File: src/rtl/avalon_burst_arbiter.sv
// avalon_burst_arbiter: two-master round-robin Avalon-MM arbiter with whole-burst grant locking
module avalon_burst_arbiter #(
  parameter int BURST_W = 5,
  parameter int ADDR_W = 32
) (
  input  logic               clk,
  input  logic               resetn,
  input  logic [ADDR_W-1:0]  m0_address,
  input  logic               m0_read,
  input  logic               m0_write,
  input  logic [31:0]        m0_writedata,
  input  logic [BURST_W-1:0] m0_burstcount,
  output logic               m0_waitrequest,
  output logic [31:0]        m0_readdata,
  output logic               m0_readdatavalid,
  input  logic [ADDR_W-1:0]  m1_address,
  input  logic               m1_read,
  input  logic               m1_write,
  input  logic [31:0]        m1_writedata,
  input  logic [BURST_W-1:0] m1_burstcount,
  output logic               m1_waitrequest,
  output logic [31:0]        m1_readdata,
  output logic               m1_readdatavalid,
  output logic [ADDR_W-1:0]  av_address,
  output logic               av_read,
  output logic               av_write,
  output logic [31:0]        av_writedata,
  output logic [BURST_W-1:0] av_burstcount,
  input  logic               av_waitrequest,
  input  logic [31:0]        av_readdata,
  input  logic               av_readdatavalid
);
  typedef enum logic [1:0] {IDLE, RD_CMD, RD_DATA, WR_BURST} state_t;
  state_t state, state_nx;
  logic owner, last_grant;
  logic [BURST_W-1:0] beats_left;
  logic req0, req1, req, winner, win_rd, rd_phase, cmd_phase, beat, done, own_write;
  logic [BURST_W-1:0] win_bc, own_bc;
  logic [ADDR_W-1:0] own_addr;
  logic [31:0] own_wd;
  assign req0 = m0_read | m0_write;
  assign req1 = m1_read | m1_write;
  assign req = req0 | req1;
  assign winner = req0 && req1 ? ~last_grant : req1;
  assign win_rd = winner ? m1_read : m0_read;
  assign win_bc = winner ? m1_burstcount : m0_burstcount;
  assign own_addr = owner ? m1_address : m0_address;
  assign own_bc = owner ? m1_burstcount : m0_burstcount;
  assign own_wd = owner ? m1_writedata : m0_writedata;
  assign own_write = owner ? m1_write : m0_write;
  assign rd_phase = state == RD_CMD || state == RD_DATA;
  assign cmd_phase = state == RD_CMD || state == WR_BURST;
  assign beat = rd_phase ? av_readdatavalid : state == WR_BURST && own_write && !av_waitrequest;
  assign done = beat && beats_left == BURST_W'(1) && (state != RD_CMD || !av_waitrequest);
  assign av_read = state == RD_CMD;
  assign av_write = state == WR_BURST && own_write;
  assign av_address = state != IDLE ? own_addr : '0;
  assign av_burstcount = state != IDLE ? own_bc : '0;
  assign av_writedata = state == WR_BURST ? own_wd : '0;
  assign m0_waitrequest = !(cmd_phase && !owner) || av_waitrequest;
  assign m1_waitrequest = !(cmd_phase && owner) || av_waitrequest;
  assign m0_readdatavalid = rd_phase && !owner && av_readdatavalid;
  assign m1_readdatavalid = rd_phase && owner && av_readdatavalid;
  assign m0_readdata = rd_phase && !owner ? av_readdata : '0;
  assign m1_readdata = rd_phase && owner ? av_readdata : '0;
  always_comb begin
    state_nx = state;
    if (state == IDLE) begin
      if (req) state_nx = win_rd ? RD_CMD : WR_BURST;
    end else if (done) begin
      state_nx = IDLE;
    end else if (state == RD_CMD && !av_waitrequest) begin
      state_nx = RD_DATA;
    end
  end
  always_ff @(posedge clk or negedge resetn) begin
    if (!resetn) begin
      state <= IDLE;
      owner <= 1'b0;
      last_grant <= 1'b1;
      beats_left <= '0;
    end else begin
      state <= state_nx;
      if (state == IDLE && req) begin
        owner <= winner;
        beats_left <= win_bc == '0 ? BURST_W'(1) : win_bc;
      end else if (beat) begin
        beats_left <= beats_left - BURST_W'(1);
      end
      if (done) last_grant <= owner;
    end
  end
endmodule
File: config.mk
export PLATFORM = sky130hd
export DESIGN_NAME = avalon_burst_arbiter
export DESIGN_NICKNAME = d
export VERILOG_FILES = /design/src/rtl/avalon_burst_arbiter.sv
export SDC_FILE = /design/constraint.sdc
export NUM_CORES = 1
export LEC_CHECK = 0
export CELL_PAD_IN_SITES_DETAIL_PLACEMENT = 1
export CELL_PAD_IN_SITES_GLOBAL_PLACEMENT = 1
export CORE_ASPECT_RATIO = 1.1
export CORE_UTILIZATION = 14
export DETAILED_ROUTE_END_ITERATION = 10
export HOLD_SLACK_MARGIN = 0.15
export MAX_ROUTING_LAYER = met4
export PLACE_DENSITY = 0.8
export SYNTH_ARGS = -nofsm -noshare
export SYNTH_HDL_FRONTEND = slang
export SYNTH_SLANG_ARGS = --single-unit
File: constraint.sdc
create_clock -name clk -period 2.9 [get_ports clk]
set_input_delay 0.87 -clock clk [delete_from_list [all_inputs] [get_ports clk]]
set_output_delay 0.87 -clock clk [all_outputs]
set_load 0.02 [all_outputs]
==> results.tsv <==
stage	metric	value	unit
synthesis	sequential area share after synthesis	0.100	
detailed_routing	residual antenna-violating net count after detailed routing	0	
cells_and_area	share of post-route cells with drive strength above 1	0.0635	
floorplanning	height of the die	135	um
floorplanning	Total Die Area	16600	um2
place	Post-Place Setup Slack	-0.215	ns
timing	final clock period utilization by the worst path	0.978	
floorplanning	IO Count	317	
cts	Clk Tree Root Cell	clkbuf_16	
worst_hold_path	endpoint of the worst hold path	beats_left[4]	
floorplanning	initial core utilization	0.143	
timing	hold violation count in the final report	0	
synthesis	number of register bits inferred by synthesis	9	
cts	clock net sink count	9	
worst_setup_path	worst-case register-to-register setup slack	0.57	ns
synthesis	nets in the synthesized netlist	491	
cells_and_area	ant diodes	0	
worst_setup_path	biggest fanout along the worst timing path	3	
timing	minimum clock period after layout	2.84	ns
worst_setup_path	library cell contributing the largest single delay on the critical path	clkdlybuf4s50_1	
power	power per cell area	879	nW/um2
cts	Bufs on Longest Clock Path	2	
detailed_routing	ratio of routed vias to standard cells	4.24	
cells_and_area	count of fill cells added during filler insertion	1870	
synthesis	area of the mapped netlist	2250	um2
worst_setup_path	arrival time reported for the critical path endpoint	1.97	ns
cts	CTS resizes	104	
detailed_routing	Wirelength per Cell	16.0	um
detailed_routing	first-iteration detailed-routing DRC count	49	
worst_setup_path	Top delay family on crit path	buffers and inverters	
cells_and_area	combined area of the multi-input logic cells	1900	um2
worst_setup_path	list of cells traversed by the critical path	clkdlybuf4s50_1 -> or3_1 -> clkdlybuf4s15_1	
worst_hold_path	cell depth of the worst min-delay path	2	
timing	max-slew violation count	0	
grt	vias in the first global route	3774	
cts	CTS Hold Buffers Added	0	
timing	unrepaired setup endpoints after global routing	no	
cts	level count of the clock H-tree	1	
worst_setup_path	biggest cell delay along the critical path	0.45	ns
cts	latest clock arrival within the worst-skew pair	0.24	ns
timing	Achievable Freq	352	MHz
worst_setup_path	Critical R2R Launch	state[0]	
worst_hold_path	worst hold start	beats_left[4]	
cells_and_area	Storage cell area	230	um2
synthesis	Synth Area per Inst	7.32	um2
synthesis	Yosys cell types	33	
grt	initial antenna violation count	0	
detailed_routing	detailed-route DRC error count	0	
timing	endpoints failing setup	0	
timing	Relative slew margins	0.706	
floorplanning	core area	15700	um2
worst_setup_path	type of the worst setup path	in -> out	
place	routability cong.	0.777	
worst_setup_path	cell depth of the worst flop-to-flop path	8	
run_status	outcome	completed	
grt	overall overflow remaining after global route	0	
worst_setup_path	required arrival time at the worst endpoint	2.03	ns
cts	CTS clock-pin slew for the worst setup and hold paths	0.04	ns
worst_setup_path	Critical Path Sink Type	primary output	
cts	cts bufs inserted	3	
worst_hold_path	path class of the lowest-slack min-delay path	reg -> reg	
grt	largest net degree at the start of global routing	49	
detailed_routing	routed via count	3519	
cells_and_area	net total in the final layout	814	
cts	number of buffers inserted by post-CTS setup repair	0	
worst_setup_path	Critical Path Start Type	input port	
synthesis	cell count after synthesis	308	
job	# Max-Cap Violations	0	
cells_and_area	Area growth syn-to-layout	161	%
place	half-perimeter wire length after placement	11300	um
worst_setup_path	worst flop-to-flop path endpoint	beats_left[4]	
power	peak supply drop	0.000296	V
floorplanning	Die Wd	123	um
timing	fin worst setup slack	0.0631	ns
cts	clock tree from TritonCTS	done	
timing	post-route clock skew	0.00123	ns
worst_setup_path	number of buffer and inverter instances along the worst setup path	2	
detailed_routing	count of TritonRoute iterations in the first routing pass	4	
power	Lkg Pwr	3.41	nW
grt	Tot GR Track Use	0.151	
power	Total Power	5.17	mW
detailed_routing	Detailed Route WL	13300	um
timing	worst-margin pin slew	0.441	ns
grt	first-pass GRT wire length	19300	um
place	number of buffer cells added on primary ports	316	
floorplanning	FP Rows	48	
synthesis	YS warnings	0	
[worst max-delay path by stage]
stage,end,cells after the start,slack [ns],from
final,m0_waitrequest,3,0.06,av_waitrequest
after global routing,m0_readdata[26],6,0.02,state[0]
after CTS,m1_readdata[1],5,-0.17,state[0]
after detailed placement,av_writedata[19],4,-0.22,m1_writedata[19]
after global placement,av_address[29],4,-0.18,m1_address[29]
after floorplan,m0_readdata[10],5,0.51,state[1]
[layout by cell type (no fill, tap or decap), types with 5 or more instances in the layout]
cell	Yosys	final
and3_1	34	34
nor2b_1	34	33
o21ai_0	7	7
nor2_1	44	44
dlygate4sd2_1	0	102
dfrtp_1	8	7
ha_1	5	5
and2_1	33	33
inv_1	7	7
buf_12	0	5
dlymetal6s2s_1	0	34
or3_1	6	6
mux2i_1	73	72
clkdlybuf4s50_1	0	178
buf_4	0	23
nand2_1	5	5
[cell families after synthesis]
family                   after synthesis  share of synthesized area
XOR/XNOR                               1                    0.00389
multiplexers                          76                      0.339
flip-flops                             9                      0.101
AO/OA/AOI/OAI                         22                     0.0661
buffers and inverters                 33                     0.0583
adder cells (fa/ha/maj)                5                     0.0278
AND/OR/NAND/NOR                      162                      0.404
[through the flow]
step / hold slack, ns / util / instances / TNS, ns / cell area (um2)
after floorplan: 0.534 / - / 308 / 0 / 2250
after global placement: 0.555 / 0.371 / 826 / -9.84 / 5840
after detailed placement: 0.598 / 0.371 / 826 / -12.40 / 5840
after CTS: 0.604 / 0.368 / 830 / -3.96 / 5790
after global routing: 0.618 / 0.374 / 830 / 0 / 5890
final: 0.598 / 0.374 / 830 / 0 / 5890
[Yosys cell counts]
cell | n | area (um2)
nor2_1 | 44 | 165
buf_2 | 6 | 30.0
a211oi_1 | 3 | 22.5
mux2_1 | 1 | 11.3
clkbuf_1 | 18 | 67.6
or3b_1 | 1 | 8.76
o31ai_1 | 1 | 7.51
buf_1 | 2 | 7.51
and3_1 | 34 | 213
a21oi_1 | 2 | 10.0
ha_1 | 5 | 62.6
mux2_2 | 2 | 22.5
nand3b_1 | 1 | 7.51
nor2b_1 | 34 | 213
and2_1 | 33 | 206
dfstp_2 | 1 | 26.3
or3_1 | 6 | 37.5
o21a_1 | 1 | 7.51
o21bai_1 | 1 | 7.51
o41ai_1 | 1 | 8.76
a31oi_1 | 3 | 18.8
mux2i_1 | 73 | 731
nor3b_1 | 1 | 7.51
nand2_1 | 5 | 18.8
nor4_4 | 1 | 21.3
o211ai_1 | 1 | 7.51
a2bb2oi_2 | 1 | 15.0
inv_1 | 7 | 26.3
a221oi_1 | 1 | 8.76
o21ai_0 | 7 | 35.0
dfrtp_1 | 8 | 200
xnor2_1 | 1 | 8.76
nor4_1 | 2 | 12.5
[layer usage]
layer / track usage / wire [um]
met5: - / 0
met4: 0.0379 / 292
met3: 0.0279 / 1230
met2: 0.292 / 7170
met1: 0.152 / 4600
[report_power, final]
| part | switching, mW | internal (mW) |
|---|---|---|
| Combinational | 2.58 | 2.08 |
| Sequential | 0.0698 | 0.198 |
| Clock | 0.0631 | 0.184 |
[cell type report]
cell class / count / area share
sequential: 9 / 0.0391
clock buffer: 4 / 0.0134
tap: 200 / 0.0425
inverter: 7 / 0.00446
timing repair buffer: 344 / 0.577
multi-input combinational: 266 / 0.323
[worst reg2reg max path: stages (launching register included)]
cell,delay (ns)
dfrtp_1,0.38
inv_1,0.08
ha_1,0.33
buf_8,0.18
or3b_1,0.40
a2bb2oi_2,0.18
buf_4,0.17
or3_1,0.34
a31oi_1,0.19
[state kept, by name, summed over array words and instances, names as in the netlist]
name / flops
beats_left: 5
state: 2
last_grant: 1
owner: 1
Power figures use the tool's default switching activity.
